<file path="src/rtl/iomem_pkg.sv">
// Shared types and constants for the PicoSoC iomem page router.
package iomem_pkg;

  typedef enum logic [1:0] {
    ST_IDLE = 2'd0,
    ST_BUSY = 2'd1,
    ST_RESP = 2'd2
  } state_e;

  typedef enum logic {
    CAUSE_UNMAPPED = 1'b0,
    CAUSE_TIMEOUT  = 1'b1
  } err_cause_e;

  localparam logic [31:0] ERR_DATA_DEF = 32'hDEAD_10E5;
  localparam logic [7:0]  PAGE_GPIO    = 8'h03;
  localparam logic [7:0]  PAGE_DIP     = 8'h04;

  function automatic logic [7:0] sat_inc8(input logic [7:0] v);
    return (v == 8'hFF) ? v : v + 8'd1;
  endfunction

endpackage

</file>
<file path="src/rtl/iomem_wdt.sv">
// Clearable 8-bit up-counter with a terminal-count flag, used as the slave wait watchdog.
module iomem_wdt #(
  parameter logic [7:0] TC = 8'd63
) (
  input  logic clk,
  input  logic resetn,
  input  logic clr,
  input  logic en,
  output logic tc
);

  logic [7:0] cnt_q;
  logic [7:0] cnt_d;

  // Next count: clear wins over increment
  always_comb begin
    cnt_d = cnt_q;
    if (clr) begin
      cnt_d = 8'd0;
    end else if (en) begin
      cnt_d = cnt_q + 8'd1;
    end else begin
      cnt_d = cnt_q;
    end
  end

  // Count register
  always_ff @(posedge clk or negedge resetn) begin
    if (!resetn) begin
      cnt_q <= 8'd0;
    end else begin
      cnt_q <= cnt_d;
    end
  end

  assign tc = (cnt_q == TC);

endmodule

</file>
<file path="src/rtl/iomem_router.sv">
// Routes one iomem transaction at a time to a slave selected by addr[31:24].
// Define IOMEM_ROUTER_TIMEOUT_EN to abort hung slaves after TIMEOUT busy cycles.
module iomem_router
  import iomem_pkg::*;
#(
  parameter int          NSLAVES   = 4,
  parameter logic [7:0]  BASE_PAGE = 8'h03,
  parameter int          TIMEOUT   = 64,
  parameter logic [31:0] ERR_DATA  = ERR_DATA_DEF
) (
  input  logic                   clk,
  input  logic                   resetn,
  input  logic                   m_valid,
  input  logic [3:0]             m_wstrb,
  input  logic [31:0]            m_addr,
  input  logic [31:0]            m_wdata,
  output logic                   m_ready,
  output logic [31:0]            m_rdata,
  output logic [NSLAVES-1:0]     s_valid,
  output logic [3:0]             s_wstrb,
  output logic [31:0]            s_addr,
  output logic [31:0]            s_wdata,
  input  logic [NSLAVES-1:0]     s_ready,
  input  logic [32*NSLAVES-1:0]  s_rdata,
  output logic                   err_pulse,
  output logic                   err_timeout,
  output logic [31:0]            err_addr,
  output logic [7:0]             err_count
);

  localparam int SELW = (NSLAVES > 1) ? $clog2(NSLAVES) : 1;

  state_e              state_q, state_d;
  logic [NSLAVES-1:0]  s_valid_q, s_valid_d;
  logic [3:0]          s_wstrb_q, s_wstrb_d;
  logic [31:0]         s_addr_q, s_addr_d, s_wdata_q, s_wdata_d;
  logic [SELW-1:0]     sel_q, sel_d;
  logic                m_ready_q, m_ready_d, err_pulse_q, err_pulse_d;
  logic [31:0]         m_rdata_q, m_rdata_d, err_addr_q, err_addr_d;
  logic                err_timeout_q, err_timeout_d;
  logic [7:0]          err_count_q, err_count_d;

  logic [8:0]          page_off_s;
  logic                mapped_s, ready_sel_s, timeout_s;
  logic [SELW-1:0]     sel_in_s;
  logic [31:0]         rdata_sel_s;

  // Pages below BASE_PAGE wrap to >= 256 in the 9-bit offset and fall out of range
  assign page_off_s  = {1'b0, m_addr[31:24]} - {1'b0, BASE_PAGE};
  assign mapped_s    = (page_off_s < 9'(NSLAVES));
  assign sel_in_s    = page_off_s[SELW-1:0];
  assign ready_sel_s = s_ready[sel_q] & s_valid_q[sel_q];
  assign rdata_sel_s = s_rdata[{sel_q, 5'd0} +: 32];

`ifdef IOMEM_ROUTER_TIMEOUT_EN
  iomem_wdt #(
    .TC(8'(TIMEOUT - 1))
  ) u_wdt (
    .clk    (clk),
    .resetn (resetn),
    .clr    (state_q != ST_BUSY),
    .en     (state_q == ST_BUSY),
    .tc     (timeout_s)
  );
`else
  assign timeout_s = 1'b0;
`endif

  // Transaction sequencing and next values of every registered output
  always_comb begin
    state_d       = state_q;
    s_valid_d     = s_valid_q;
    s_wstrb_d     = s_wstrb_q;
    s_addr_d      = s_addr_q;
    s_wdata_d     = s_wdata_q;
    sel_d         = sel_q;
    m_ready_d     = 1'b0;
    m_rdata_d     = m_rdata_q;
    err_pulse_d   = 1'b0;
    err_timeout_d = err_timeout_q;
    err_addr_d    = err_addr_q;
    err_count_d   = err_count_q;
    case (state_q)
      ST_IDLE: begin
        if (m_valid && !m_ready_q) begin
          s_addr_d  = m_addr;
          s_wstrb_d = m_wstrb;
          s_wdata_d = m_wdata;
          if (mapped_s) begin
            s_valid_d = NSLAVES'(1) << sel_in_s;
            sel_d     = sel_in_s;
            state_d   = ST_BUSY;
          end else begin
            state_d       = ST_RESP;
            m_ready_d     = 1'b1;
            m_rdata_d     = ERR_DATA;
            err_pulse_d   = 1'b1;
            err_timeout_d = CAUSE_UNMAPPED;
            err_addr_d    = m_addr;
            err_count_d   = sat_inc8(err_count_q);
          end
        end else begin
          state_d = ST_IDLE;
        end
      end
      ST_BUSY: begin
        // A ready arriving in the abort cycle still completes normally
        if (ready_sel_s) begin
          s_valid_d = '0;
          m_rdata_d = rdata_sel_s;
          m_ready_d = 1'b1;
          state_d   = ST_RESP;
        end else if (timeout_s) begin
          s_valid_d     = '0;
          m_ready_d     = 1'b1;
          m_rdata_d     = ERR_DATA;
          err_pulse_d   = 1'b1;
          err_timeout_d = CAUSE_TIMEOUT;
          err_addr_d    = s_addr_q;
          err_count_d   = sat_inc8(err_count_q);
          state_d       = ST_RESP;
        end else begin
          state_d = ST_BUSY;
        end
      end
      ST_RESP: begin
        state_d = ST_IDLE;
      end
      default: begin
        s_valid_d = '0;
        state_d   = ST_IDLE;
      end
    endcase
  end

  // State and output registers
  always_ff @(posedge clk or negedge resetn) begin
    if (!resetn) begin
      state_q       <= ST_IDLE;
      s_valid_q     <= '0;
      s_wstrb_q     <= 4'd0;
      s_addr_q      <= 32'd0;
      s_wdata_q     <= 32'd0;
      sel_q         <= '0;
      m_ready_q     <= 1'b0;
      m_rdata_q     <= 32'd0;
      err_pulse_q   <= 1'b0;
      err_timeout_q <= 1'b0;
      err_addr_q    <= 32'd0;
      err_count_q   <= 8'd0;
    end else begin
      state_q       <= state_d;
      s_valid_q     <= s_valid_d;
      s_wstrb_q     <= s_wstrb_d;
      s_addr_q      <= s_addr_d;
      s_wdata_q     <= s_wdata_d;
      sel_q         <= sel_d;
      m_ready_q     <= m_ready_d;
      m_rdata_q     <= m_rdata_d;
      err_pulse_q   <= err_pulse_d;
      err_timeout_q <= err_timeout_d;
      err_addr_q    <= err_addr_d;
      err_count_q   <= err_count_d;
    end
  end

  assign m_ready     = m_ready_q;
  assign m_rdata     = m_rdata_q;
  assign s_valid     = s_valid_q;
  assign s_wstrb     = s_wstrb_q;
  assign s_addr      = s_addr_q;
  assign s_wdata     = s_wdata_q;
  assign err_pulse   = err_pulse_q;
  assign err_timeout = err_timeout_q;
  assign err_addr    = err_addr_q;
  assign err_count   = err_count_q;

endmodule

</file>
<file path="config.mk">
export PLATFORM = sky130hd
export DESIGN_NAME = iomem_router
export DESIGN_NICKNAME = d
export VERILOG_FILES = /design/src/rtl/iomem_pkg.sv /design/src/rtl/iomem_wdt.sv /design/src/rtl/iomem_router.sv
export SDC_FILE = /design/constraint.sdc
export NUM_CORES = 1
export LEC_CHECK = 0
export ABC_AREA = 1
export ABC_CLOCK_PERIOD_IN_PS = 3800
export BUFFER_PORTS_ARGS = -buffer_cell sky130_fd_sc_hd__buf_2
export CAP_MARGIN = 15
export CORE_AREA = 2 2 135 137
export DETAILED_ROUTE_END_ITERATION = 10
export DIE_AREA = 0 0 137 139
export PLACE_DENSITY_LB_ADDON = 0.1
export SYNTH_ARGS = -nofsm -noshare
export SYNTH_HDL_FRONTEND = slang
export SYNTH_SLANG_ARGS = --single-unit
</file>
<file path="constraint.sdc">
create_clock -name clk -period 3.8 [get_ports clk]
set_input_delay 0.19 -clock clk [delete_from_list [all_inputs] [get_ports clk]]
set_output_delay 0.19 -clock clk [all_outputs]
set_load 0.01 [all_outputs]
</file>
### Word level (Yosys, flattened, before mapping)

Cells that the tools add are included.

| word-level totals | value |
|---|---|
| flip-flop bits (word level) | 150 |
| input bits | 203 |

| operators by class | value |
|---|---|
| equal/unequal tests | 7 |
| reduce and logical (&&, ||, !) cells | 10 |
| magnitude comparators | 2 |
| add/subtract/negate cells | 2 |
| bitwise operators | 4 |
| shift-type cells | 2 |
| muxes and demuxes | 21 |

Operator list:

| cell | count |
|---|---|
| $shiftx A128 B8 Y32 | 1 |
| $mux W32 | 3 |
| $pmux W32 S2 | 1 |
| $mux W4 | 3 |
| $pmux W4 S3 | 1 |
| $reduce_and A4 Y1 | 3 |
| $lt A9 B3 Y1 const B | 1 |
| $sub A8 B2 Y9 const B | 1 |
| $add A8 B1 Y8 const B | 1 |
| $eq A8 B8 Y1 const B | 1 |
| $ne A2 B2 Y1 const B | 4 |
| $mux W1 | 6 |
| $mux W2 | 3 |
| $reduce_and A3 Y1 | 2 |
| $bmux W1 S2 | 2 |
| $pmux W2 S2 | 1 |
| $shl A1 B2 Y4 const A | 1 |
| $lt A2 B3 Y1 const B | 1 |
| $not A1 Y1 | 3 |
| $eq A2 B1 Y1 const B | 1 |
| $eq A2 B2 Y1 const B | 1 |
| $logic_not A2 Y1 | 1 |
| $pmux W1 S2 | 1 |
| $reduce_and A2 Y1 | 1 |
| other kinds (4) | 4 |

### Depth between registers and ports, before layout

Gate-level depths: netlist of run 1.

| logic depth | value |
|---|---|
| depth in word-level cells | 5 |
| mapped depth | 12 |
| gate-level depth less buffers | 11 |

### Worst setup path before layout of run 1

Ideal clock, no wire load.

| path | value |
|---|---|
| kind | reg-to-reg |
| start point | register err_count_q[0], in the netlist err_count[0] |
| end point | register err_count_q[5], in the netlist err_count[5] |
| period minus slack after synthesis | 1440 ps |
| arrival time | 1364 ps |
| data required time | 3724 ps |
| cell stages (with the launch flop) | 11 |
| slack | 2360 ps |
| cells stage by stage | dfrtp_1 > ha_1 > nand2_1 > inv_1 > nand4_1 > nor2_1 > nand2_2 > nand2_2 > buf_6 > nand2_1 > o21ai_1 |

| on the way | value |
|---|---|
| cells in the longest elaborated chain, start to end | 3 |
| elaborated cells on any way between the ends | 4 |
| those cells by class | add/sub: 1; eq/ne: 1; bitwise: 1; reduce/logical: 1 |

RTL lines:

| what | line | text |
|---|---|---|
| start, declared | iomem_router.sv:41 | `logic [7:0] err_count_q, err_count_d;` |
| start signal, assigned | iomem_router.sv:163 | `err_count_q <= err_count_d;` |
| parallel branches: the longest is 3 deep, another holds $add A8 B1 Y8 | -- |  |

Parallel ways; which one is timed is not known.
A chain may end at the register's enable or synchronous reset.

### Worst setup path in the final report of run 1

| path | value |
|---|---|
| start point | register m_ready_q, in the netlist m_ready |
| end point | register err_count_q[6], in the netlist err_count[6] |

| on the way | value |
|---|---|
| cells in the longest elaborated chain, start to end | 3 |

RTL lines:

| what | line | text |
|---|---|---|
| start, declared | iomem_router.sv:38 | `logic m_ready_q, m_ready_d, err_pulse_q, err_pulse_d;` |
| start signal, assigned | iomem_router.sv:158 | `m_ready_q <= m_ready_d;` |
| $logic_not A1 Y1 | iomem_router.sv:85 | `if (m_valid && !m_ready_q) begin` |
| $logic_and A1 B1 Y1 | iomem_router.sv:85 |  |
| $reduce_and A4 Y1 (no source line) | -- |  |

Every way passes these cells.

==> qor.csv, run 1 <==
stage,metric,value,unit
status,status,completed,
placed_design,dp_hpwl,15200,um
floorplanning,dieArea,0.0190,mm2
grt,grt_usage,22.7,%
timing,setup_ws,1.38,ns
placed_design,placed_cells,1375,
layout,final_nets,1413,
yosys,synth_compound_area_share,13.1,%
timing,hold_violations,0,
cts,htreeDepth,4,
cts,clock-sinks,149,
timing,fin_skew,0.00775,ns
yosys,ys_types,33,
worst_setup_path,cp_max_fo,77,
timing,timing.fmax,413,MHz
power,p_int,3.39,mW
worst_setup_path,cp-start-kind,flip-flop,
placed_design,port_buffers,348,
timing,period_share,63.7,%
timing,slew_viol_final,0,
cts,cts_setup_buffers,0,
layout,area_delta_synth_final,39.7,%
cts,cts_buffers,17,
placed_design,place_congestion,0.881,
layout,final_common_cell,buf_2,
yosys,synth-main-ff-cell,dfrtp_1,
floorplanning,die_w,137,um
routing,drt-total-wl,21800,um
yosys,synth_xor_xnor_area_share,0.744,%
yosys,ys_async_sr_fraction,100,%
grt,antenna_found_initial,0,
yosys,synth_top_family_by_area,simple AND/OR/NAND/NOR gates,
power,p_clk_share,37.1,%
routing,vias_per_cell,4.72,
power,leakage,5.41,nW
timing,period_minus_slack,2.42,ns
routing,avgRoutedWirePerCell,15.1,um
floorplanning,start_util,40.0,%
power,power_frac_comb,22.7,%
placed_design,pre_cts_ws,1.37,ns
grt,grt-ovfl-total,0,
floorplanning,chipHeight,139,um
timing,setup_viol,0,
yosys,avgSynthCellArea,8.38,um2
yosys,postSynthCellCount,843,
power,sequentialPowerShare,40.2,%
yosys,synthMuxAreaShare,0,%
yosys,synth_edf_count,0,
yosys,synthAdderAreaFrac,1.06,%
timing,slew_headroom,39.2,%
cts,tritoncts,yes,
yosys,syn_nets,1052,
cts,cts_hold_buffers,39,
grt,grt_pass1_wl,33900,um
worst_setup_path,worst-r2r-cell-count,9,
power,switching_share,30.3,%
grt,grt_max_degree,99,
layout,final_cell_mix,"buf_2 (347), nand2_1 (271), dfrtp_1 (148), o21ai_0 (78), nand3_1 (63)",
grt,grt_pass1_vias,6286,
worst_setup_path,cp.arrival,2.73,ns
routing,dr.first_iter.drc_count,325,
layout,n_antenna_cell,0,
yosys,ys_ff_latch,149,
floorplanning,ioPinCount,350,
routing,drc_errors,0,
cts,clkSlewWorstSetupHoldPaths,0.06,ns
routing,antenna_left,0,
floorplanning,row_count,49,
yosys,ys_warn_count,0,
worst_setup_path,reg2reg_from,m_ready,
timing,holdWs,0.0128,ns
timing,tightest_slew,0.912,ns
worst_setup_path,crit_required,4.11,ns
floorplanning,core,0.0177,mm2
worst_setup_path,crit_path_start,m_ready,
layout,fin_cells,1445,
layout,final_area,0.00987,mm2
worst_setup_path,worstSetupPathType,reg2reg,
run,max-cap-violations,0,
min_path,hold_path_class,in2reg,
cts,clock_latency,0.42,ns
worst_setup_path,end_kind,flip-flop,
power,power.density,493,mW/mm2
yosys,synth-simple-area-share,25.2,%
cts,post_cts_resized,0,
power,switching_power,1.47,mW
yosys,yosysSeqAreaShare,52.8,%
layout,final_util,55.9,%
routing,firstDrtPassIters,4,
power,finalPower,4.86,mW
placed_design,dpl_cell_area,0.00884,mm2
timing,setup_tns,0,ns
worst_setup_path,crit_end,err_count[6],
cts,cts_buffer_depth,2,
routing,vias,6815,
yosys,syn_area,0.00706,mm2
worst_setup_path,crit-reg2reg-capture,err_count[6],
worst_setup_path,ff2ff_setup_slack,1.38,ns
timing,rsz0062_at_grt,no,
power,ir_drop,0.311,mV
layout,drive_gt1_share,35.5,%
cts,clockRootBuffer,clkbuf_16,
[power groups by stage]
stage                     Sequential, mW  Combinational, mW  Clock, mW
final                               1.95               1.10       1.80
after global routing                1.98               1.24       1.92
after CTS                           1.95               1.12       1.84
after detailed placement            1.97               1.09          0
after global placement              1.98               1.08          0
after floorplan                     2.08              0.494          0
[final cells by class]
cell class                 instances  area, um2
clock inverter                    13        196
fill                            1708       7790
clock buffer                      18        439
tap                              229        287
multi-input combinational        596       2840
timing repair buffer             396       2210
sequential                       149       3730
inverter                          44        168
[sequential cells by signal, indices dropped and copies added (netlist names)]
signal and count:
err_addr 32, err_count 8, err_pulse 1, m_rdata 32
m_ready 1, s_addr 32, s_valid 4, s_wdata 32
s_wstrb 4, sel_q 2, state_q 1
[worst max-delay path: stages, from the launching register on]
cell and delay (ns):
dfrtp_1 0.42, nor2_2 0.12, nand2_2 0.07, inv_2 0.04, buf_4 0.38, nand2_4 0.54, inv_2 0.32, nand2_2 0.19
nand2_1 0.09, o21ai_1 0.06
[worst min path at each step]
| stage | start | endpoint | slack (ns) | cells after the start |
|---|---|---|---|---|
| finish | m_addr[28] | s_addr[28] | 0.01 | 3 |
| global route | m_addr[8] | err_addr[8] | 0.02 | 3 |
| CTS | m_addr[28] | s_addr[28] | 0.004 | 3 |
| detailed placement | resetn | s_addr[16] | 0.36 | 1 |
| global placement | resetn | s_addr[16] | 0.37 | 1 |
| floorplan | resetn | err_addr[0] | -0.11 | 0 |
[layer usage]
metal | vias to the layer above | GRT usage, % | routed length, um
met2 | 230 | 35.5 | 10300
li1 | 3463 | - | -
met3 | 19 | 7.57 | 1730
met1 | 3103 | 30.4 | 9510
met4 | 0 | 5.81 | 254
met5 | - | 0 | 0
[synthesized netlist by cell type (all sizes together) (3+ instances only)]
master    n  area, um2
or2      17        106
xnor2     3       26.3
o21ai   107        566
o22ai    15       93.8
buf      35        253
clkbuf   19       71.3
nand2   279       1080
nor2     62        245
ha        6       75.1
nand3    64        325
inv      44        168
xor2      3       26.3
dfrtp   149       3730
o211ai   34        255
[cell families after synthesis]
| group | after synthesis |
|---|---|
| and+or+nand+nor | 425 |
| AOI/OAI and AO/OA | 158 |
| DFF | 149 |
| buffers and inverters | 98 |
| xor gates and xnor gates | 6 |
| adders and majority gates | 6 |
| other | 1 |
(Power assumes the default switching activity.)
==> run 2, diff against run 1 <==
ABC_CLOCK_PERIOD_IN_PS = 2400   (was 3800)
clock period = 2.4 ns   (was 3.8 ns; I/O delays follow)
==> run 2 against run 1 <==
Clock-buffer cell count is 1 lower. Combinational power is 63% higher. Core utilization is 1.6 points higher. Critical path depth is 2 lower. Non-clock buffer count is 31 higher. Via count is 2.8% higher. Worst setup slack worse by 0.90 ns. Die area stayed put.
==> qor.csv, run 2 (synthesized netlist as in run 1, its figures left out) <==
stage,metric,value,unit
status,status,completed,
worst_setup_path,cp.arrival,2.22,ns
grt,grt_usage,23.0,%
power,switching_share,32.0,%
worst_setup_path,cp-start-kind,flip-flop,
routing,drc_errors,0,
worst_setup_path,end_kind,flip-flop,
grt,antenna_found_initial,0,
timing,setup_tns,0,ns
timing,fin_skew,0.00650,ns
routing,avgRoutedWirePerCell,15.0,um
cts,htreeDepth,4,
floorplanning,die_w,137,um
floorplanning,core,0.0177,mm2
min_path,hp-start,m_addr[26],
power,power_frac_comb,23.9,%
layout,area_delta_synth_final,43.6,%
layout,final_common_cell,buf_2,
grt,grt_pass1_vias,6616,
timing,slew_headroom,39.7,%
timing,setup_viol,0,
grt,grt-ovfl-total,0,
worst_setup_path,cp_max_fo,33,
power,p_clk_share,34.5,%
grt,grt_max_degree,97,
cts,clock-sinks,149,
power,p_int,5.08,mW
min_path,min_to,err_addr[26],
layout,n_antenna_cell,0,
cts,clock_latency,0.42,ns
power,sequentialPowerShare,41.6,%
cts,clockRootBuffer,clkbuf_16,
worst_setup_path,crit-reg2reg-capture,m_rdata[5],
floorplanning,dieArea,0.0190,mm2
cts,cts_buffers,17,
placed_design,dpl_cell_area,0.00890,mm2
timing,holdWs,0.0169,ns
timing,slew_viol_final,0,
worst_setup_path,reg2reg_from,sel_q[1],
routing,antenna_left,0,
power,ir_drop,0.492,mV
power,power.density,737,mW/mm2
cts,clkSlewWorstSetupHoldPaths,0.06,ns
timing,tightest_slew,0.904,ns
power,switching_power,2.39,mW
routing,dr.first_iter.drc_count,316,
layout,final_cell_mix,"buf_2 (347), nand2_1 (271), dfrtp_1 (148), o21ai_0 (78), dlygate4sd3_1 (67)",
routing,drt-total-wl,22100,um
placed_design,dp_hpwl,15400,um
layout,drive_gt1_share,34.9,%
worst_setup_path,crit_required,2.71,ns
power,finalPower,7.47,mW
min_path,hold_depth,3,
run,max-cap-violations,0,
placed_design,pre_cts_ws,0.502,ns
timing,period_share,79.9,%
worst_setup_path,worstSetupPathType,reg2reg,
placed_design,port_buffers,348,
min_path,hold_path_class,in2reg,
timing,hold_violations,0,
timing,setup_ws,0.483,ns
placed_design,place_congestion,0.849,
power,leakage,5.54,nW
cts,tritoncts,yes,
floorplanning,ioPinCount,350,
layout,nFillCells,1629,
layout,final_nets,1444,
routing,vias_per_cell,4.74,
timing,rsz0062_at_grt,no,
floorplanning,row_count,49,
routing,firstDrtPassIters,5,
cts,cts_buffer_depth,2,
cts,post_cts_resized,0,
floorplanning,chipHeight,139,um
layout,final_area,0.0101,mm2
routing,vias,7007,
cts,cts_setup_buffers,0,
worst_setup_path,worst-r2r-cell-count,7,
timing,timing.fmax,522,MHz
worst_setup_path,ff2ff_setup_slack,0.48,ns
timing,period_minus_slack,1.92,ns
floorplanning,start_util,40.0,%
grt,grt_pass1_wl,34400,um
run 2: worst max-delay path by stage:
| stage | from | to | slack [ns] |
|---|---|---|---|
| after floorplan | err_count[0] | err_count[5] | 0.96 |
| after global placement | sel_q[1] | m_rdata[5] | 0.57 |
| after detailed placement | sel_q[1] | m_rdata[5] | 0.50 |
| after CTS | sel_q[1] | m_rdata[27] | 0.50 |
| after global routing | sel_q[1] | m_rdata[16] | 0.26 |
| final | sel_q[1] | m_rdata[5] | 0.48 |
run 2: critical path: stages (launching register included):
cell and delay (ns):
dfrtp_1 0.69, nand3_1 0.16, nand2_2 0.15, inv_4 0.10
nand2_4 0.30, nand2_4 0.22, nand2_1 0.12, nand2_1 0.05
run 2: power by group through the flow:
| stage | registers (mW) | clock network (mW) | logic (mW) |
|---|---|---|---|
| 2_1_floorplan | 3.29 | 0 | 0.783 |
| 3_3_place_gp | 3.14 | 0 | 1.71 |
| 3_5_place_dp | 3.14 | 0 | 1.73 |
| 4_1_cts | 3.11 | 2.64 | 1.81 |
| 5_1_grt | 3.16 | 2.77 | 2.00 |
| 6_report | 3.11 | 2.58 | 1.79 |
run 2: timing repair:
action,4_1_cts,5_1_grt
setup endpoints to repair,0,0
hold buffers,67,0
endpoints found under the hold margin,154,0
run 2: area by class of cell:
class	instances	area [um2]	share of cell area, %
well taps	229	287	2.83
multi-input cells	596	2840	28.0
repair buffers	427	2550	25.1
flip-flops and latches	149	3730	36.8
clock inverters	15	144	1.42
inverters	44	168	1.65
clock buffers	17	425	4.20
run 2: per-layer routing:
metal	up-vias	wire (um)	GRT usage, %
met1	3214	9520	29.8
met3	22	1790	7.46
met5	-	0	0
li1	3531	-	-
met4	0	269	7.05
met2	240	10500	36.5
run 2: through the flow:
step                      instances  utilization [%]
after floorplan                 843                -
after global placement         1378             50.4
after detailed placement       1378             50.4
after CTS                      1477             57.4
after global routing           1477             57.4
final                          1477             57.4
